--- src/rtl/uart_tx_scheduler_if.sv ---
// -----------------------------------------------------------------------------
// uart_tx_scheduler_if
// Bundles the requester-side and transmitter-side handshake signals of the
// UART transmit scheduler.
//
// Signals:
//   req       per-requester level request
//   req_data  byte of requester i at bits [i*DATA_W +: DATA_W]
//   ack       one-cycle pulse per requester when its byte has been sent
//   tx_start  start strobe to the transmitter
//   tx_enable enable to the transmitter, held for the whole frame
//   tx_data   byte presented to the transmitter
//   tx_done   done pulse from the transmitter
//   tx_busy   busy level from the transmitter
//
// Modports:
//   master  scheduler view (drives ack and the tx_* controls)
//   slave   environment view (requesters and transmitter)
// -----------------------------------------------------------------------------
interface uart_tx_scheduler_if #(
  parameter int NUM_REQ = 4,
  parameter int DATA_W  = 8
);
  logic [NUM_REQ-1:0]        req;
  logic [NUM_REQ*DATA_W-1:0] req_data;
  logic [NUM_REQ-1:0]        ack;
  logic                      tx_start;
  logic                      tx_enable;
  logic [DATA_W-1:0]         tx_data;
  logic                      tx_done;
  logic                      tx_busy;

  modport master (
    input  req, req_data, tx_done, tx_busy,
    output ack, tx_start, tx_enable, tx_data
  );

  modport slave (
    output req, req_data, tx_done, tx_busy,
    input  ack, tx_start, tx_enable, tx_data
  );
endinterface

--- src/rtl/uart_tx_scheduler.sv ---
// -----------------------------------------------------------------------------
// uart_tx_scheduler
// Shares one UART transmitter between NUM_REQ byte requesters. Requests are
// arbitrated round-robin; the winning byte is latched and held on tx_data for
// the whole frame, the transmitter start/enable handshake is sequenced, and the
// winner receives a one-cycle ack when the frame completes.
//
// Optional feature (macro UART_TX_SCHED_TIMEOUT_EN): every wait state is bounded
// by TIMEOUT cycles; on expiry the frame is aborted without ack and the sticky
// error flag is raised (cleared by err_clr). Without the macro the FSM waits
// indefinitely, error is constant 0 and err_clr is ignored.
//
// Ports:
//   tx_clk      transmitter/baud clock
//   rst_n       synchronous active-low reset (shared with the transmitter)
//   arb_enable  1 = new grants allowed
//   err_clr     clears the sticky error flag (optional feature)
//   bus         handshake bundle, master modport
//   grant_id    current/last granted requester
//   active      transfer in progress
//   error       sticky timeout flag
// All outputs are registered.
// -----------------------------------------------------------------------------
module uart_tx_scheduler #(
  parameter int NUM_REQ = 4,
  parameter int DATA_W  = 8,
  parameter int TIMEOUT = 32
) (
  input  logic                       tx_clk,
  input  logic                       rst_n,
  input  logic                       arb_enable,
  input  logic                       err_clr,
  uart_tx_scheduler_if.master        bus,
  output logic [$clog2(NUM_REQ)-1:0] grant_id,
  output logic                       active,
  output logic                       error
);

  localparam int ID_W = $clog2(NUM_REQ);

  typedef enum logic [2:0] {
    IDLE      = 3'd0,
    LAUNCH    = 3'd1,
    WAIT_BUSY = 3'd2,
    WAIT_DONE = 3'd3,
    ACK       = 3'd4
`ifdef UART_TX_SCHED_TIMEOUT_EN
    ,
    ABORT     = 3'd5
`endif
  } state_e;

  state_e              state_q, state_d;
  logic [ID_W-1:0]     last_q, last_d;
  logic [ID_W-1:0]     grant_q, grant_d;
  logic [DATA_W-1:0]   data_q, data_d;
  logic                start_q, start_d;
  logic                enable_q, enable_d;
  logic [NUM_REQ-1:0]  ack_q, ack_d;
  logic                active_q, active_d;
  logic                error_q, error_d;
  logic [ID_W:0]       pick_s;

`ifdef UART_TX_SCHED_TIMEOUT_EN
  localparam int CNT_W = (TIMEOUT > 2) ? $clog2(TIMEOUT) : 1;
  logic [CNT_W-1:0]    cnt_q, cnt_d;
  logic                expired_s;
`else
  // err_clr and TIMEOUT only matter when the timeout feature is built in.
  logic                unused_cfg_s;
  assign unused_cfg_s = err_clr ^ (TIMEOUT > 0);
`endif

  // Round-robin pick: first set request scanning from last+1 with wrap-around.
  // Returns {found, index}; the just-served requester is scanned last.
  function automatic logic [ID_W:0] rr_pick(input logic [NUM_REQ-1:0] r,
                                            input logic [ID_W-1:0]    last);
    logic [ID_W:0] res;
    int            c;
    res = '0;
    for (int i = 1; i <= NUM_REQ; i++) begin
      c = (int'(last) + i) % NUM_REQ;
      if (!res[ID_W] && r[c]) begin
        res = {1'b1, c[ID_W-1:0]};
      end else begin
        res = res;
      end
    end
    return res;
  endfunction

  assign pick_s = rr_pick(bus.req, last_q);

`ifdef UART_TX_SCHED_TIMEOUT_EN
  assign expired_s = (cnt_q == CNT_W'(TIMEOUT - 1));
`endif

  // Next-state and next-output logic; outputs are computed one cycle ahead so
  // that every port is driven straight from a flop.
  always_comb begin
    state_d  = state_q;
    last_d   = last_q;
    grant_d  = grant_q;
    data_d   = data_q;
    start_d  = 1'b0;
    enable_d = enable_q;
    ack_d    = '0;
    active_d = active_q;
`ifdef UART_TX_SCHED_TIMEOUT_EN
    error_d  = error_q & ~err_clr;
    cnt_d    = cnt_q + CNT_W'(1);
`else
    error_d  = 1'b0;
`endif

    case (state_q)
      IDLE: begin
        if (arb_enable && pick_s[ID_W]) begin
          state_d  = LAUNCH;
          grant_d  = pick_s[ID_W-1:0];
          data_d   = bus.req_data[pick_s[ID_W-1:0]*DATA_W +: DATA_W];
          start_d  = 1'b1;
          enable_d = 1'b1;
          active_d = 1'b1;
        end else begin
          state_d  = IDLE;
        end
      end

      LAUNCH: begin
        state_d = WAIT_BUSY;
`ifdef UART_TX_SCHED_TIMEOUT_EN
        cnt_d   = '0;
`endif
      end

      WAIT_BUSY: begin
        if (bus.tx_busy) begin
          state_d = WAIT_DONE;
`ifdef UART_TX_SCHED_TIMEOUT_EN
          cnt_d   = '0;
        end else if (expired_s) begin
          state_d  = ABORT;
          error_d  = 1'b1;
          enable_d = 1'b0;
          last_d   = grant_q;
          active_d = 1'b0;
`endif
        end else begin
          state_d = WAIT_BUSY;
        end
      end

      WAIT_DONE: begin
        if (bus.tx_done) begin
          state_d        = ACK;
          ack_d[grant_q] = 1'b1;
          last_d         = grant_q;
          active_d       = 1'b0;
          enable_d       = 1'b0;
`ifdef UART_TX_SCHED_TIMEOUT_EN
        end else if (expired_s) begin
          state_d  = ABORT;
          error_d  = 1'b1;
          enable_d = 1'b0;
          last_d   = grant_q;
          active_d = 1'b0;
`endif
        end else begin
          state_d = WAIT_DONE;
        end
      end

      ACK: begin
        state_d = IDLE;
      end

`ifdef UART_TX_SCHED_TIMEOUT_EN
      ABORT: begin
        state_d = IDLE;
      end
`endif

      default: begin
        state_d  = IDLE;
        enable_d = 1'b0;
        active_d = 1'b0;
      end
    endcase
  end

  // State and output registers with synchronous active-low reset.
  always_ff @(posedge tx_clk) begin
    if (!rst_n) begin
      state_q  <= IDLE;
      last_q   <= ID_W'(NUM_REQ - 1);
      grant_q  <= '0;
      data_q   <= '0;
      start_q  <= 1'b0;
      enable_q <= 1'b0;
      ack_q    <= '0;
      active_q <= 1'b0;
      error_q  <= 1'b0;
`ifdef UART_TX_SCHED_TIMEOUT_EN
      cnt_q    <= '0;
`endif
    end else begin
      state_q  <= state_d;
      last_q   <= last_d;
      grant_q  <= grant_d;
      data_q   <= data_d;
      start_q  <= start_d;
      enable_q <= enable_d;
      ack_q    <= ack_d;
      active_q <= active_d;
      error_q  <= error_d;
`ifdef UART_TX_SCHED_TIMEOUT_EN
      cnt_q    <= cnt_d;
`endif
    end
  end

  assign bus.ack       = ack_q;
  assign bus.tx_start  = start_q;
  assign bus.tx_enable = enable_q;
  assign bus.tx_data   = data_q;
  assign grant_id      = grant_q;
  assign active        = active_q;
  assign error         = error_q;

endmodule

--- src/flat_wrapper.sv ---
// flat-port wrapper written by rule: the top's interface ports become plain ports
module uart_tx_scheduler_flat 
#(
  parameter int NUM_REQ = 4,
  parameter int DATA_W  = 8,
  parameter int TIMEOUT = 32
)
  (tx_clk, rst_n, arb_enable, err_clr, grant_id, active, error, bus_req, bus_req_data, bus_tx_done, bus_tx_busy, bus_ack, bus_tx_start, bus_tx_enable, bus_tx_data);
  uart_tx_scheduler_if #(.NUM_REQ(NUM_REQ), .DATA_W(DATA_W)) bus_i ();
  input  logic tx_clk;
  input  logic rst_n;
  input  logic arb_enable;
  input  logic err_clr;
  output logic [$clog2(NUM_REQ)-1:0] grant_id;
  output logic active;
  output logic error;
  input wire logic [$bits(bus_i.req)-1:0] bus_req;
  input wire logic [$bits(bus_i.req_data)-1:0] bus_req_data;
  input wire logic [$bits(bus_i.tx_done)-1:0] bus_tx_done;
  input wire logic [$bits(bus_i.tx_busy)-1:0] bus_tx_busy;
  output wire logic [$bits(bus_i.ack)-1:0] bus_ack;
  output wire logic [$bits(bus_i.tx_start)-1:0] bus_tx_start;
  output wire logic [$bits(bus_i.tx_enable)-1:0] bus_tx_enable;
  output wire logic [$bits(bus_i.tx_data)-1:0] bus_tx_data;
  assign bus_i.req = bus_req;
  assign bus_i.req_data = bus_req_data;
  assign bus_i.tx_done = bus_tx_done;
  assign bus_i.tx_busy = bus_tx_busy;
  assign bus_ack = bus_i.ack;
  assign bus_tx_start = bus_i.tx_start;
  assign bus_tx_enable = bus_i.tx_enable;
  assign bus_tx_data = bus_i.tx_data;
  uart_tx_scheduler #(.NUM_REQ(NUM_REQ), .DATA_W(DATA_W), .TIMEOUT(TIMEOUT)) u_core (.tx_clk(tx_clk), .rst_n(rst_n), .arb_enable(arb_enable), .err_clr(err_clr), .bus(bus_i), .grant_id(grant_id), .active(active), .error(error));
endmodule
--- config.mk ---
export PLATFORM = sky130hd
export DESIGN_NAME = uart_tx_scheduler_flat
export DESIGN_NICKNAME = d
export VERILOG_FILES = /design/src/rtl/uart_tx_scheduler_if.sv /design/src/rtl/uart_tx_scheduler.sv /design/src/flat_wrapper.sv
export SDC_FILE = /design/constraint.sdc
export NUM_CORES = 1
export LEC_CHECK = 0
export ABC_CLOCK_PERIOD_IN_PS = 1650
export CORE_MARGIN = 5
export CORE_UTILIZATION = 35
export CTS_BUF_LIST = sky130_fd_sc_hd__clkbuf_4 sky130_fd_sc_hd__clkbuf_8
export CTS_CLUSTER_SIZE = 24
export DETAILED_ROUTE_END_ITERATION = 8
export DONT_BUFFER_PORTS = 1
export REMOVE_ABC_BUFFERS = 1
export SYNTH_ARGS = -nofsm -noshare
export SYNTH_HDL_FRONTEND = slang
export SYNTH_SLANG_ARGS = --single-unit
export TNS_END_PERCENT = 10
--- constraint.sdc ---
create_clock -name tx_clk -period 1.65 [get_ports tx_clk]
set_input_delay 0.4125 -clock tx_clk [delete_from_list [all_inputs] [get_ports tx_clk]]
set_output_delay 0.4125 -clock tx_clk [all_outputs]
set_load 0.05 [all_outputs]
==> results of run 1 <==
-- path summary, 6_finish.rpt --
| path | end | cells past startpoint | from | slack [ns] |
|---|---|---|---|---|
| max | u_core.bus.tx_data[5] | 5 | u_core.state_q[0] | 0.15 |
| min | u_core.last_q[1] | 1 | rst_n | 0.19 |
| max reg2reg | u_core.bus.tx_data[5] | 5 | u_core.state_q[0] | 0.15 |
| min reg2reg | u_core.last_q[0] | 2 | u_core.last_q[0] | 0.56 |
-- through the flow --
step	hold WS, ns	instance area (um^2)
after global placement	0.480	1140
after CTS	0.168	1170
after global routing	0.155	1170
after detailed placement	0.480	1140
after floorplan	0.474	1020
final	0.188	1170
-- synth_stat cells, drive strengths merged, types with 2 or more instances --
master	instances	area [um^2]
nor2	6	22.5
o211ai	2	15.0
o221ai	8	76.3
nand3	9	45.0
a21oi	5	25.0
mux2i	18	180
nand2b	3	18.8
nand2	12	47.6
dfxtp	21	420
buf	6	62.6
a21boi	3	33.8
inv	3	11.3
nor3b	2	15.0
-- power breakdown --
group          internal (mW)  leakage [nW]  switching (mW)  total (mW)
Sequential             0.543         0.171           0.117       0.660
Clock                  0.110        0.0184           0.145       0.255
Combinational          0.109         0.327           0.124       0.232
-- state kept, by name, indices dropped and copies added, names as in the netlist --
register              cells
u_core.state_q            3
u_core.bus.tx_start       1
u_core.bus.tx_data        8
u_core.last_q             2
u_core.bus.tx_enable      1
u_core.grant_id           2
u_core.bus.ack            4
-- cell families after synthesis --
logic type             count (synthesis)  share of synthesized area (%)
AND/OR/NAND/NOR                       37                           18.6
AO/OA/AOI/OAI                         23                           18.4
flip-flops                            21                           38.8
multiplexers                          18                           16.6
buffers and inverters                 10                           7.17
other                                  1                          0.346
-- area by class of cell --
type | instances | area, um^2 | share of cell area (%)
inverter | 3 | 11.3 | 0.962
sequential | 21 | 422 | 36.0
timing repair buffer | 9 | 80.1 | 6.84
multi-input combinational | 79 | 587 | 50.1
tap | 33 | 41.3 | 3.53
clock buffer | 4 | 30.0 | 2.56
-- layer usage --
layer / routed length, um / share of wire (%)
met5: 0 / 0
met4: 29 / 1.2
met3: 242 / 10
met2: 1210 / 50
met1: 928 / 38
-- cells in the final DEF, fill, tap and decap left out, types with 3 or more instances in the layout --
master and n:
a21oi_1 5, buf_4 8, clkbuf_4 4, dfxtp_1 20
inv_1 3, mux2i_1 18, nand2_1 11, nand3_1 9
nor2_1 6, o221ai_1 7
-- timing repair --
action,CTS,global route
resized for setup,0,2
hold buffers,0,0
endpoints found under the hold margin,0,0
endpoints found under the setup margin,0,8
==> results.ini, run 1 <==
[placement]
gp_congestion = 0.716
dp_hpwl_mm = 1.90
pre_cts_slack_ns = 0.0306
post-place-cells = 145
port_buffers = 0

[pwr]
powerDensity_nw_per_um2 = 979
peakVddDrop_uv = 377
leakage_nw = 0.517
power.total_mw = 1.15

[yosys]
synth-edff-count = 0
yosysWarnings = 0
ys_seq_elements = 21
synthCells = 110
async_flop_share_pct = 0
synth_cell_types = 31
synthFlopType = dfxtp_1
synth_area_um2 = 1080
avgSynthCellArea_um2 = 9.84
ys_seq_area_share_pct = 38.8

[layout]
syn_to_final_growth_pct = 8.21
nNetsFinal = 159
n_fill_cell = 310
diodes = 0
utilization_pct = 39.0
drive_above_1_share_pct = 19.0
finalNonFillerCells = 149

[detailed_routing]
via_per_inst = 5.67
post_drt_wl_per_cell_um = 16.2
drt_iter0_drc = 37
antenna_left = 0
first_pass_iters = 4
wl_mm = 2.41
remaining_drc_errors = 0
vias = 845

[setup_path]
cp_slowest_cell = dfxtp_1
crit_fanout = 8
crit_type = flip-flop to flip-flop
max_stage_delay_ns = 0.37
start_kind = flip-flop
worstPathCellList = nor4b_4 > a21boi_4 > and2_4 > nand2_2 > o221ai_1
path_buf_inv = 0
arrival_ns = 1.72
worstPathRequired_ns = 1.87
path_delay_family = simple AND/OR/NAND/NOR gates
worstSetupEndpointType = flip-flop

[global_route]
grt.busiest_layer = met2
track_usage_pct = 11.3
antenna_found_initial = 0
overflow = 0
grt_pass1_wl_mm = 3.80
met3_usage_pct = 4.62
grt_max_degree = 18
met2_usage_pct = 18.5
grt_pass1_vias = 842
met1_usage_pct = 12.5

[timing]
final.setup.tns_ns = 0
rsz0062_at_grt = no
worst_slack_ns = 0.150
setup_violations = 0
fin_skew_ns = 0.00795
fmax_mhz = 667
slew_viol_final = 0
timing.slew.headroom_pct = 62.6
report.final.hold_viol_count = 0
period_share_pct = 90.9
tightestPinTransition_ns = 0.561
period_needed_ns = 1.50

[floorplan]
coreArea_um2 = 3000
dieArea_um2 = 4300
start_util_pct = 36.0
die_h_um = 65.6
placementRows = 20
die_w_um = 65.6
io_pins = 60

[clock_network]
cts.clk_slew.worst_paths_ns = 0.12
cts_buffer_depth = 2
htreeDepth = 1
cts_tree = yes
clockRootBuffer = clkbuf_4
numClockSinks = 21
numCtsBuffers = 3
post_cts_buffers = 0
clk_latency_ns = 0.29

[run]
max_cap_viol_count = 0

[hold_path]
min_path_type = input pin to flip-flop

[outcome]
status = finished clean

Note: power is estimated with default switching activity, not from simulation.
==> run 2, diff against run 1 <==
--- a/config.mk
+++ b/config.mk
@@ -5,7 +5,7 @@
 export SDC_FILE = /design/constraint.sdc
 export NUM_CORES = 1
 export LEC_CHECK = 0
-export ABC_CLOCK_PERIOD_IN_PS = 1650
+export ABC_CLOCK_PERIOD_IN_PS = 1480
 export CORE_MARGIN = 5
 export CORE_UTILIZATION = 35
 export CTS_BUF_LIST = sky130_fd_sc_hd__clkbuf_4 sky130_fd_sc_hd__clkbuf_8
==> constraint.sdc (replaced) <==
create_clock -name tx_clk -period 1.48 [get_ports tx_clk]
set_input_delay 0.37 -clock tx_clk [delete_from_list [all_inputs] [get_ports tx_clk]]
set_output_delay 0.37 -clock tx_clk [all_outputs]
set_load 0.05 [all_outputs]
==> results.ini, run 2 (synthesized netlist as in run 1, its figures left out) <==
[outcome]
status = complete, but fails checks  ; was finished clean
violations = negative setup slack

[pwr]
p_switching_mw = 0.452  ; was 0.385 mW
pwr-share-clk_pct = 20.8  ; was 22.2%
p_seq_share_pct = 54.8  ; was 57.5%
peakVddDrop_uv = 359  ; was 377 uV
p_comb_share_pct = 24.4  ; was 20.3%
leakage_nw = 0.548  ; was 0.517 nW
p_sw_share_pct = 34.4  ; was 33.6%
powerDensity_nw_per_um2 = 1030  ; was 979 nW/um^2
p_int_mw = 0.863  ; was 0.762 mW

[timing]
tightestPinTransition_ns = 0.972  ; was 0.561 ns
worst_hold_slack_ns = 0.141  ; was 0.188 ns
timing.slew.headroom_pct = 34.5  ; was 62.6%
worst_slack_ns = -0.0276  ; was 0.150 ns
slew_viol_final = 0  ; unchanged
setup_violations = 3  ; was 0
period_share_pct = 102  ; was 90.9%
final.setup.tns_ns = -0.0364  ; was 0 ns
period_needed_ns = 1.51  ; was 1.50 ns
fmax_mhz = 663  ; was 667 MHz
rsz0062_at_grt = yes  ; was no
report.final.hold_viol_count = 0  ; unchanged
fin_skew_ns = 0.0160  ; was 0.00795 ns

[layout]
syn_to_final_growth_pct = 17.5  ; was 8.21%
utilization_pct = 42.3  ; was 39.0%
diodes = 0  ; unchanged
drive_above_1_share_pct = 28.9  ; was 19.0%
nNetsFinal = 164  ; was 159
layout_commonest_cell = dfxtp_1  ; unchanged
final_area_um2 = 1270  ; was 1170 um^2
largest_reg_flops = 8  ; unchanged
layout_common_cells = dfxtp_1 (20), mux2i_1 (14), nand2_1 (11), buf_4 (11), nand3_1 (9)  ; was dfxtp_1 (20), mux2i_1 (18), nand2_1 (11), nand3_1 (9), buf_4 (8)

[placement]
dp_hpwl_mm = 1.88  ; was 1.90 mm
place_area_um2 = 1150  ; was 1140 um^2
port_buffers = 0  ; unchanged
pre_cts_slack_ns = -0.183  ; was 0.0306 ns
gp_congestion = 0.715  ; was 0.716

[global_route]
overflow = 0  ; unchanged
grt_pass1_wl_mm = 3.80  ; about the same
antenna_found_initial = 0  ; unchanged
track_usage_pct = 11.4  ; was 11.3%
grt_pass1_vias = 838  ; was 842
grt_max_degree = 18  ; unchanged

[clock_network]
cts_tree = yes  ; unchanged
numClockSinks = 21  ; unchanged
cts.clk_slew.worst_paths_ns = 0.13  ; was 0.12 ns
clk_latency_ns = 0.31  ; was 0.29 ns
clockRootBuffer = clkbuf_4  ; unchanged
numCtsBuffers = 3  ; unchanged
cts_buffer_depth = 2  ; unchanged
htreeDepth = 1  ; unchanged

[floorplan]
coreArea_um2 = 3000  ; unchanged
die_h_um = 65.6  ; unchanged
start_util_pct = 36.0  ; unchanged
die_w_um = 65.6  ; unchanged
dieArea_um2 = 4300  ; unchanged
placementRows = 20  ; unchanged
io_pins = 60  ; unchanged

[setup_path]
worstSetupEndpointType = flip-flop  ; unchanged
worstPathRequired_ns = 1.67  ; was 1.87 ns
crit_fanout = 8  ; unchanged
start_kind = flip-flop  ; unchanged
arrival_ns = 1.70  ; was 1.72 ns
crit_type = flip-flop to flip-flop  ; unchanged

[detailed_routing]
drt_iter0_drc = 33  ; was 37
post_drt_wl_per_cell_um = 16.5  ; was 16.2 um
antenna_left = 0  ; unchanged
wl_mm = 2.54  ; was 2.41 mm
via_per_inst = 5.56  ; was 5.67
remaining_drc_errors = 0  ; unchanged
first_pass_iters = 4  ; unchanged
vias = 857  ; was 845

[hold_path]
min_path_type = input pin to flip-flop  ; unchanged

[run]
max_cap_viol_count = 0  ; unchanged

## run 2: layout make-up
class	instances	area, um^2
inverter	3	11.3
clock inverter	1	5.00
timing repair buffer	14	153
tap	33	41.3
sequential	21	424
multi-input combinational	79	614
fill	300	1730
clock buffer	3	22.5
## run 2: critical path: stages, from the launching register on
cell	delay (ns)
dfxtp_4	0.38
mux2i_1	0.19
o221a_2	0.32
clkbuf_16	0.19
mux2i_1	0.21
o221ai_1	0.12
## run 2: per-stage QoR
step                total power, mW  std cells
finish                         1.32        154
detailed placement             1.01        147
floorplan                     0.931        103
global placement               1.00        147
global route                   1.38        154
CTS                            1.29        151
## run 2: power by group through the flow
stage	clock [mW]	combinational [mW]	sequential, mW
after floorplan	0	0.158	0.773
after global placement	0	0.270	0.735
after detailed placement	0	0.277	0.736
final	0.273	0.321	0.721
after global routing	0.304	0.348	0.725
after CTS	0.285	0.280	0.723
## run 2: routing by layer
metal | share of wire [%] | track usage (%)
met1 | 40 | 12.9
met2 | 51 | 18.2
met3 | 7.1 | 4.10
met4 | 1.5 | 7.25
met5 | 0 | 0
## run 2: worst paths after layout
check / from / to / slack [ns] / depth (start not counted)
worst min register to register: u_core.grant_id[0] / u_core.grant_id[0] / 0.54 / 1
worst max register to register: u_core.last_q[1] / u_core.bus.tx_data[0] / -0.03 / 5
worst max-delay path: u_core.last_q[1] / u_core.bus.tx_data[0] / -0.03 / 5
worst min-delay path: rst_n / u_core.last_q[1] / 0.14 / 1
## run 2: what timing repair did
action / CTS / global route
setup endpoints to repair: 8 / 11
gates resized for setup: 3 / 8
buffers inserted: 0 / 1
hold buffers: 0 / 0
pin swaps: 0 / 6
gates cloned: 0 / 2
